File: src/rtl/hash_host_pkg.sv
// Shared types and constants for the hash peripheral host driver.
// Counter widths are derived with cnt_width() so each counter can hold its terminal count.
package hash_host_pkg;

    typedef enum logic [2:0] {
        S_IDLE,
        S_PRST,
        S_LOAD,
        S_START,
        S_WAIT,
        S_READ,
        S_REWIND
    } state_t;

    localparam int MSG_BYTES_DEF = 48;
    localparam int DIG_BYTES_DEF = 32;
    localparam int TIMEOUT_DEF   = 4096;
    localparam int PRST_LEN      = 2;

    function automatic int cnt_width(input int n);
        return (n < 2) ? 1 : $clog2(n + 1);
    endfunction

    localparam int PRST_CNT_W = cnt_width(PRST_LEN);

endpackage

File: src/rtl/hash_host_driver.sv
// Host-side driver for a byte-serial hashing peripheral: resets it, streams the
// message in, starts it, waits for completion and streams the digest out.
module hash_host_driver
    import hash_host_pkg::*;
#(
    parameter int MSG_BYTES = MSG_BYTES_DEF,
    parameter int DIG_BYTES = DIG_BYTES_DEF,
    parameter int TIMEOUT   = TIMEOUT_DEF
) (
    input  logic       clk,
    input  logic       rst,
    input  logic       job_start,
    output logic       busy,
    output logic       done,
    output logic       timeout_err,
    input  logic       msg_valid,
    input  logic [7:0] msg_data,
    output logic       msg_ready,
    output logic       dig_valid,
    output logic [7:0] dig_data,
    input  logic       dig_ready,
    output logic       p_rst,
    output logic       p_inputxSS,
    output logic [7:0] p_msgxSI,
    output logic       p_reg_startxSS,
    output logic       p_hash_startxSI,
    input  logic       p_hash_readyxSI,
    output logic       p_reg_outxSS,
    input  logic [7:0] p_digestxSI
);

    localparam int MW = cnt_width(MSG_BYTES);
    localparam int DW = cnt_width(DIG_BYTES);
    localparam int TW = cnt_width(TIMEOUT);

    state_t                state, next_state;
    logic [MW-1:0]         byte_cnt;
    logic [DW-1:0]         issue_cnt, cons_cnt;
    logic [TW-1:0]         tmo_cnt;
    logic [PRST_CNT_W-1:0] prst_cnt;
    logic                  rd_pend;

    logic in_hs, dig_hs, last_byte, last_dig, prst_end, tmo_abort, rd_issue;
    logic p_rst_d, p_input_d, p_start_d, p_out_d, done_d;

    assign busy      = (state != S_IDLE);
    assign msg_ready = (state == S_LOAD);
    assign in_hs     = msg_valid && msg_ready;
    assign dig_hs    = dig_valid && dig_ready;
    assign last_byte = in_hs && (byte_cnt == MW'(MSG_BYTES - 1));
    assign last_dig  = dig_hs && (cons_cnt == DW'(DIG_BYTES - 1));
    assign prst_end  = (prst_cnt == PRST_CNT_W'(PRST_LEN - 1));
    assign tmo_abort = (state == S_WAIT) && !p_hash_readyxSI && (tmo_cnt == TW'(TIMEOUT - 1));

    // A read strobe is issued only when the single-byte output buffer will be free
    // by the time its byte lands, so no captured byte can ever be overwritten.
    assign rd_issue  = (state == S_READ) && !p_reg_outxSS && !rd_pend &&
                       (!dig_valid || dig_ready) && (issue_cnt != DW'(DIG_BYTES));

    always_ff @(posedge clk or negedge rst) begin
        if (!rst) state <= S_IDLE;
        else      state <= next_state;
    end

    always_comb begin
        // NOTE: default assignment first so no path through the case infers a latch.
        next_state = state;
        case (state)
            S_IDLE:   if (job_start) next_state = S_PRST;
            S_PRST:   if (prst_end) next_state = S_LOAD;
            S_LOAD:   if (last_byte) next_state = S_START;
            S_START:  next_state = S_WAIT;
            S_WAIT:   if (p_hash_readyxSI) next_state = S_READ;
                      else if (tmo_abort) next_state = S_IDLE;
            S_READ:   if (last_dig) next_state = S_REWIND;
            S_REWIND: next_state = S_IDLE;
            default:  next_state = S_IDLE;
        endcase
    end

    // Peripheral controls are decoded from next_state so the registered copies line up with the state they belong to.
    always_comb begin
        p_rst_d   = (next_state != S_PRST);
        p_input_d = in_hs;
        p_start_d = (next_state == S_START);
        p_out_d   = rd_issue || (next_state == S_REWIND);
        done_d    = (state == S_REWIND) || tmo_abort;
    end

    always_ff @(posedge clk or negedge rst) begin
        if (!rst) begin
            p_rst           <= 1'b0;
            p_inputxSS      <= 1'b0;
            p_msgxSI        <= '0;
            p_reg_startxSS  <= 1'b0;
            p_hash_startxSI <= 1'b0;
            p_reg_outxSS    <= 1'b0;
            done            <= 1'b0;
            timeout_err     <= 1'b0;
            rd_pend         <= 1'b0;
            dig_valid       <= 1'b0;
            dig_data        <= '0;
        end else begin
            // NOTE: non-blocking assignments keep every register reading pre-edge values.
            p_rst           <= p_rst_d;
            p_inputxSS      <= p_input_d;
            p_reg_startxSS  <= p_start_d;
            p_hash_startxSI <= p_start_d;
            p_reg_outxSS    <= p_out_d;
            done            <= done_d;
            if (in_hs) p_msgxSI <= msg_data;

            if (state == S_IDLE && job_start) timeout_err <= 1'b0;
            else if (tmo_abort)               timeout_err <= 1'b1;

            // The rewind strobe is issued outside READ, so it never produces a capture.
            rd_pend <= p_reg_outxSS && (state == S_READ);
            if (rd_pend) begin
                dig_data  <= p_digestxSI;
                dig_valid <= 1'b1;
            end else if (dig_hs) begin
                dig_valid <= 1'b0;
            end
        end
    end

    always_ff @(posedge clk or negedge rst) begin
        if (!rst) begin
            byte_cnt  <= '0;
            issue_cnt <= '0;
            cons_cnt  <= '0;
            tmo_cnt   <= '0;
            prst_cnt  <= '0;
        end else begin
            prst_cnt <= (state == S_PRST) ? prst_cnt + 1'b1 : '0;
            tmo_cnt  <= (state == S_WAIT) ? tmo_cnt + 1'b1 : '0;
            if (state != S_LOAD) byte_cnt <= '0;
            else if (in_hs)      byte_cnt <= byte_cnt + 1'b1;
            if (state != S_READ) begin
                issue_cnt <= '0;
                cons_cnt  <= '0;
            end else begin
                if (rd_issue) issue_cnt <= issue_cnt + 1'b1;
                if (dig_hs)   cons_cnt  <= cons_cnt + 1'b1;
            end
        end
    end

endmodule

File: config.mk
export PLATFORM = sky130hd
export DESIGN_NAME = hash_host_driver
export DESIGN_NICKNAME = d
export VERILOG_FILES = /design/src/rtl/hash_host_pkg.sv /design/src/rtl/hash_host_driver.sv
export SDC_FILE = /design/constraint.sdc
export NUM_CORES = 1
export LEC_CHECK = 0
export CAP_MARGIN = 20
export CORE_MARGIN = 3
export CORE_UTILIZATION = 52
export CTS_CLUSTER_DIAMETER = 60
export DETAILED_ROUTE_END_ITERATION = 8
export GPL_ROUTABILITY_DRIVEN = 0
export GPL_TIMING_DRIVEN = 0
export PLACE_DENSITY = 0.79
export SYNTH_ARGS = -nofsm -noshare
export SYNTH_HDL_FRONTEND = slang
export SYNTH_SLANG_ARGS = --single-unit
File: constraint.sdc
create_clock -name clk -period 2 [get_ports clk]
set_input_delay 0.3 -clock clk [delete_from_list [all_inputs] [get_ports clk]]
set_output_delay 0.3 -clock clk [all_outputs]
set_load 0.01 [all_outputs]
Word-level counts from Yosys, hierarchy flattened
Cells that the tools add are included.

Logic and storage cells: 82. Register bits: 60.

Add/sub/neg operators: 5. Eq/ne operators: 16. Mux-type cells: 19. Reduce and logical (&&, ||, !) cells: 26.

Operator list (count): $mux W6 (6); $add A6 B1 Y6 const B (3); $mux W3 (6); $pmux W3 S6 (1); $add A13 B1 Y13 const B (1); $eq A13 B12 Y1 const B (1); $mux W13 (1); $eq A3 B3 Y1 const B (4); $logic_and A1 B1 Y1 (12); $reduce_bool A2 Y1 (5); $eq A3 B2 Y1 const B (3); $eq A6 B5 Y1 const B (1); $eq A6 B6 Y1 const B (1); $ne A6 B6 Y1 const B (1); $logic_not A1 Y1 (4); $mux W1 (4); $eq A3 B1 Y1 const B (1); $logic_not A3 Y1 (1); $logic_or A1 B1 Y1 (3); $ne A3 B1 Y1 const B (1); $ne A3 B2 Y1 const B (1); $ne A3 B3 Y1 const B (1); $reduce_bool A3 Y1 (1); $add A2 B1 Y2 const B (1); 2 further kinds (2).

Logic depth before layout (Yosys ltp)
Gate-level depths: netlist (run 1).

Depth in word-level cells: 8. Gate-level depth with buffers: 7.

Least setup slack after synthesis (run 1)
OpenSTA, ideal clock, no wires.

Path type: reg-to-reg. From: register cons_cnt[0]. To: register state[0]. Stages on the path, launching flop included: 6. Arrival time: 1.555 ns. Setup time: 0.124 ns. Setup slack: 0.322 ns. Data required time: 1.876 ns. Clock period less this slack: 1.678 ns. Cells stage by stage: dfrtp_1 > ha_1 > nand3_1 > or4b_1 > o21a_1 > a211o_1.

Longest elaborated chain between the ends: 4.

Ends and longest elaborated chain: from (decl) (RTL line hash_host_driver.sv:38) `logic [DW-1:0] issue_cnt, cons_cnt;`; from (signal assigned) (RTL line hash_host_driver.sv:144) `if (dig_hs) cons_cnt <= cons_cnt + 1'b1;`; $eq A6 B5 Y1 (RTL line hash_host_driver.sv:51) `assign last_dig = dig_hs && (cons_cnt == DW'(DIG_BYTES - 1));`; $logic_and A1 B1 Y1 (RTL line hash_host_driver.sv:51); $mux W3 (RTL line hash_host_driver.sv:75) `S_READ: if (last_dig) next_state = S_REWIND;`; $pmux W3 S6 (RTL line hash_host_driver.sv:68) `case (state)`; named net next_state[0] (RTL line hash_host_driver.sv:36) `state_t state, next_state;`; to (signal assigned) (RTL line hash_host_driver.sv:62) `else state <= next_state;`; to (decl) (RTL line hash_host_driver.sv:36).

The timed path passes the listed nets, and every way through them passes these cells. A chain may end at the register's enable or synchronous reset.

Worst setup path after layout (run 1)
From: register state[1]. To: output port busy.

Longest elaborated chain between the ends: 1.

Ends and longest elaborated chain: $reduce_bool A3 Y1 (RTL line hash_host_driver.sv:46) `assign busy = (state != S_IDLE);`; to (decl) (RTL line hash_host_driver.sv:13) `output logic busy,`.

No other way between the ends.

==> impl_metrics.ini, run 1 <==
[run_status]
outcome = completed

[worst_setup_path]
worst-path-buf-inv = 2
crit_required_ns = 1.70
crit_fanout = 8
cp-start-kind = flop
cp_cell_sequence = buf_2 > nor2_2 > nand2_1 > clkdlybuf4s50_1
critPathSlowestCell = clkdlybuf4s50_1
critPathMaxStageDelay_ns = 0.48
path_delay_family = buffers and inverters
crit_type = reg -> out
endpoint_kind = output pin
worst-path-stages = 4
worst_ep_arrival_time_ns = 1.58
worst-r2r-cell-count = 5

[floorplan]
rows = 25
core_sq_um = 4850
pin_count = 48
die_h_um = 77.5
start_util_pct = 54.9
die-area_sq_um = 6010
fp.dieW_um = 77.5

[drt]
postRouteAntennaNets = 0
num_vias = 1927
drc = 0
routed-wl-met3_um = 244
drtIter0Drc = 70
wl_mm = 5.17
drt-vias-per-instance = 5.15
drt-met1-wl_mm = 2.26
post_drt_wl_per_cell_um = 13.8
wl_met2_mm = 2.57
dr.pass1.iters = 4
routed.top_layer = met4

[pwr]
p_leak_uw = 0.00153
ir_drop_v = 0.000704
p_per_area_nw_per_um2 = 1060
total_power_uw = 3660

[synth]
ys.flop_type = dfrtp_1
synth-edff-count = 0
synth_nets = 271
netlist_instances = 243
ys_async_sr_fraction_pct = 100
avgSynthCellArea_sq_um = 11.0
ys_warn_count = 0
ys_types = 42
netlist_area_sq_um = 2660
synth-seq-area-share_pct = 56.4
synth_seq_cells = 60

[clocking]
cts-htree-levels = 3
worst_skew_pair.late_latency_ns = 0.33
postCtsSetupBuffers = 0
cts_buffers = 9
clock_path_buffers = 2
cts_root_buffer = clkbuf_8
cts_sinks = 60
tritoncts = built
cts.reportedPaths.clkPinSlew_ns = 0.07

[hold_path]
hold_path.class = reg -> reg
whs_path_depth = 1

[grt]
grt-ovfl-total = 0
grt_start_max_net_pins = 40
grt_use_total_pct = 20.0
antenna_found_initial = 0
grt_pass1_vias = 2058
grt_pass1_wl_mm = 9.36

[placement]
dp_hpwl_mm = 3.64
portBuffers = 47
placed_area_sq_um = 3230

[timing]
finClkSkew_ns = 0.00821
hold_viol = 0
finalCritPeriodShare_pct = 94.0
layout_min_cycle_time_ns = 1.88
finalMaxSlewViolations = 0
tightest_slew_ns = 0.518
fmax_mhz = 532
timing.hold.ws_ns = 0.435
setup_viol = 0
rsz0062_at_grt = no
slew_headroom_pct = 65.2

[final_layout]
nFillCells = 370
final_common_cell = dfrtp_1
utilization_pct = 71.0
syn2layout_area_growth_pct = 29.3
ff_latch_area_sq_um = 1500
diodes = 0
multi_input_area_sq_um = 1100
layout_common_cells = 58 x dfrtp_1, 45 x clkdlybuf4s50_1, 31 x nor2_1
drive_above_1_share_pct = 11.7
nets = 331
fin_area_sq_um = 3440

[job]
maxCapViolCount = 0
-- through the flow --
stage / TNS (ns) / cells / setup WS [ns]
after floorplan: 0 / 243 / 0.322
after global placement: -73.37 / 357 / -1.22
after detailed placement: -0.134 / 358 / -0.134
after CTS: 0 / 374 / 0.00630
after global routing: 0 / 374 / 0.0332
final: 0 / 374 / 0.120
-- what timing repair did --
action	4_1_cts	5_1_grt
hold endpoints to repair	21	0
setup endpoints to repair	0	2
hold buffers	1	0
gates resized for setup	0	5
-- kinds of logic after synthesis --
group / count (synthesis) / synth area share (%)
buffers and inverters: 14 / 2.44
DFF: 60 / 56.4
muxes: 17 / 7.15
AOI/OAI and AO/OA: 24 / 5.08
adders and majority gates: 6 / 2.82
and+or+nand+nor: 102 / 19.5
xor gates and xnor gates: 20 / 6.58
-- final timing paths --
path,startpoint,to,slack (ns)
setup / recovery,state[1]$_DFF_PN0_,busy,0.12
hold / removal,prst_cnt[0]$_DFF_PN0_,prst_cnt[0]$_DFF_PN0_,0.43
setup reg to reg,cons_cnt[0]$_DFFE_PN0P_,state[0]$_DFF_PN0_,0.19
hold reg to reg,prst_cnt[0]$_DFF_PN0_,prst_cnt[0]$_DFF_PN0_,0.43
max in group asynchronous,rst,state[2]$_DFF_PN0_,0.94
min in group asynchronous,rst,dig_data[7]$_DFFE_PN0P_,0.46
-- cell type report --
cell class	instances	share of cell area [%]
Tap cell	67	2.44
Buffer	7	1.13
Clock buffer	11	4.11
Sequential cell	60	43.7
Timing Repair Buffer	49	14.5
Clock inverter	4	1.45
Multi-Input combinational cell	169	31.9
Inverter	7	0.836
-- state kept, by name (all words and copies together) (netlist names), 2 cells and up --
name	count
byte_cnt	6
cons_cnt	6
dig_data	8
issue_cnt	6
p_msgxSI	8
prst_cnt	2
state	3
tmo_cnt	13
-- routing by layer --
layer | vias to the layer above | track usage [%]
li1 | 946 | -
met1 | 929 | 23.1
met2 | 42 | 33.7
met3 | 10 | 7.77
met4 | 0 | 7.12
met5 | - | 0
-- report_power, final --
group	switching [uW]	total (uW)	internal (uW)
logic	414	958	543
registers	188	1650	1460
clock network	450	1050	600
-- cell usage after synthesis (all sizes together) (2+ instances only) --
| cell type | instances | area (sq um) |
|---|---|---|
| and4 | 2 | 17.5 |
| nor2 | 32 | 120 |
| inv | 7 | 26.3 |
| o21ai | 9 | 45.0 |
| xor2 | 11 | 96.3 |
| nand2 | 24 | 90.1 |
| and3 | 2 | 12.5 |
| nand3b | 2 | 27.5 |
| ha | 6 | 75.1 |
| and2 | 4 | 27.5 |
| clkbuf | 4 | 15.0 |
| nand3 | 9 | 45.0 |
| or2 | 2 | 12.5 |
| a21oi | 10 | 50.1 |
| nor3 | 4 | 20.0 |
| nand2b | 3 | 18.8 |
| dfrtp | 60 | 1500 |
| nor4 | 3 | 18.8 |
| xnor2 | 9 | 78.8 |
| mux2 | 16 | 180 |
| or3 | 5 | 31.3 |
| buf | 3 | 23.8 |
| nand4 | 5 | 31.3 |
(Power assumes the default switching activity.)
==> inputs of run 2 (changes only) <==
--- a/config.mk
+++ b/config.mk
@@ -6,13 +6,12 @@
 export NUM_CORES = 1
 export LEC_CHECK = 0
 export CAP_MARGIN = 20
-export CORE_MARGIN = 3
 export CORE_UTILIZATION = 52
 export CTS_CLUSTER_DIAMETER = 60
 export DETAILED_ROUTE_END_ITERATION = 8
 export GPL_ROUTABILITY_DRIVEN = 0
 export GPL_TIMING_DRIVEN = 0
-export PLACE_DENSITY = 0.79
+export PLACE_DENSITY = 0.81
 export SYNTH_ARGS = -nofsm -noshare
 export SYNTH_HDL_FRONTEND = slang
 export SYNTH_SLANG_ARGS = --single-unit
==> run 2 against run 1 <==
Fmax is 4.1% lower. Combinational power fell by 0.7%. Register-to-register slack lost 0.03 ns. Sequential share of layout area fell by 0.21 points. First-iteration DRC count is 49% higher. Worst setup slack worse by 0.080 ns. Sequential power about the same. Cell count unchanged. Wire length shrank 0.52%.
==> impl_metrics.ini, run 2 (synthesis results as in run 1) <==
[run_status]
outcome = completed

[pwr]
ir_drop_v = 0.000575
p_per_area_nw_per_um2 = 1080
p_leak_uw = 0.00154

[timing]
setup_viol = 0
rsz0062_at_grt = yes
finalCritPeriodShare_pct = 98.0
tightest_slew_ns = 0.492
slew_headroom_pct = 67.2
timing.hold.ws_ns = 0.438
hold_viol = 0
fmax_mhz = 510
finalMaxSlewViolations = 0
finClkSkew_ns = 0.00392
layout_min_cycle_time_ns = 1.96

[drt]
wl_mm = 5.15
drt-vias-per-instance = 5.21
postRouteAntennaNets = 0
num_vias = 1950
post_drt_wl_per_cell_um = 13.8
drtIter0Drc = 104
drc = 0
dr.pass1.iters = 4

[clocking]
postCtsSetupBuffers = 0
tritoncts = built
cts_buffers = 9
cts_sinks = 60
cts.reportedPaths.clkPinSlew_ns = 0.06
cts-htree-levels = 3
clock_path_buffers = 2
worst_skew_pair.late_latency_ns = 0.33
cts_root_buffer = clkbuf_8

[floorplan]
die_h_um = 73.5
fp.dieW_um = 73.5
pin_count = 48
die-area_sq_um = 5410
start_util_pct = 55.2
rows = 25
core_sq_um = 4820

[grt]
antenna_found_initial = 0
grt-ovfl-total = 0
grt_use_total_pct = 22.5
grt_pass1_vias = 1991
grt_pass1_wl_mm = 8.91
grt_start_max_net_pins = 43

[final_layout]
nFillCells = 378
stdcell_count = 374
syn2layout_area_growth_pct = 29.9
largest_reg_flops = 13
diodes = 0
final_common_cell = dfrtp_1
nets = 331
top_regs = tmo_cnt x13, dig_data x8, p_msgxSI x8
drive_above_1_share_pct = 11.7
layout_common_cells = 58 x dfrtp_1, 45 x clkdlybuf4s50_1, 32 x nor2_1
largest_register = tmo_cnt

[worst_setup_path]
crit_type = reg -> out
endpoint_kind = output pin
crit_fanout = 8
crit_required_ns = 1.70
cp-start-kind = flop
worst_ep_arrival_time_ns = 1.66

[hold_path]
hold_path.class = in -> async

[placement]
dp_hpwl_mm = 3.62
portBuffers = 47
dp_cells = 358

[job]
maxCapViolCount = 0
==> run 2: cell types whose count changed in the layout (fill, tap and decap cells not counted) <==
cell | before | now
clkbuf_8 | 10 | 12
clkinv_2 | 1 | 0
nor2_2 | 1 | 0
nor2_1 | 31 | 32
clkbuf_1 | 5 | 4
==> run 2: worst paths after layout <==
| kind | from | endpoint | slack, ns | depth (start not counted) |
|---|---|---|---|---|
| worst max-delay path | state[1]$_DFF_PN0_ | busy | 0.04 | 4 |
| worst min-delay path | rst | dig_data[4]$_DFFE_PN0P_ | 0.44 | 2 |
| worst max register to register | cons_cnt[0]$_DFFE_PN0P_ | state[0]$_DFF_PN0_ | 0.16 | 5 |
| worst min register to register | prst_cnt[0]$_DFF_PN0_ | prst_cnt[0]$_DFF_PN0_ | 0.44 | 1 |
| max in group asynchronous | rst | state[2]$_DFF_PN0_ | 0.98 | 3 |
| min in group clk | prst_cnt[0]$_DFF_PN0_ | prst_cnt[0]$_DFF_PN0_ | 0.44 | 1 |
==> run 2: per-stage QoR <==
stage	total power (uW)	setup TNS, ns	area, sq um	utilization, %	worst slack (ns)
floorplan	2140	0	2660	-	0.322
global placement	2570	-72.07	3220	66.8	-1.20
detailed placement	2630	-0.127	3230	67.1	-0.127
CTS	3760	0	3450	71.6	0.00490
global route	3950	-0.0566	3460	71.8	-0.0566
finish	3730	0	3460	71.8	0.0406
==> run 2: routing by layer <==
metal  track usage [%]  wire length [um]  vias to the layer above
li1                  -                 -                      948
met1              27.7              2270                      951
met2              37.3              2600                       39
met3              6.58               168                       12
met4              8.97               107                        0
met5                 0                 0                        -
==> run 2: final cells by class <==
class	count	area [sq um]	area share [%]
Clock inverter	3	45.0	1.30
Tap cell	67	83.8	2.42
Buffer	7	38.8	1.12
Clock buffer	12	165	4.78
Timing Repair Buffer	49	498	14.4
Sequential cell	60	1500	43.5
Inverter	7	28.8	0.832
Multi-Input combinational cell	169	1090	31.7
==> run 2: power by group <==
| part | internal, uW | switching [uW] |
|---|---|---|
| clock network | 670 | 454 |
| logic | 542 | 409 |
| registers | 1460 | 191 |
==> run 2: critical path: stages (launching register included) <==
cell and delay [ns]:
dfrtp_1 0.35, buf_2 0.17, nor2_1 0.23, nand2_1 0.10, clkdlybuf4s50_1 0.48
==> run 2: what timing repair did <==
| action | in CTS | in global routing |
|---|---|---|
| hold buffers | 1 | 0 |
| endpoints found under the hold margin | 18 | 0 |
| gates resized for setup | 0 | 4 |
| setup endpoints to repair | 0 | 2 |
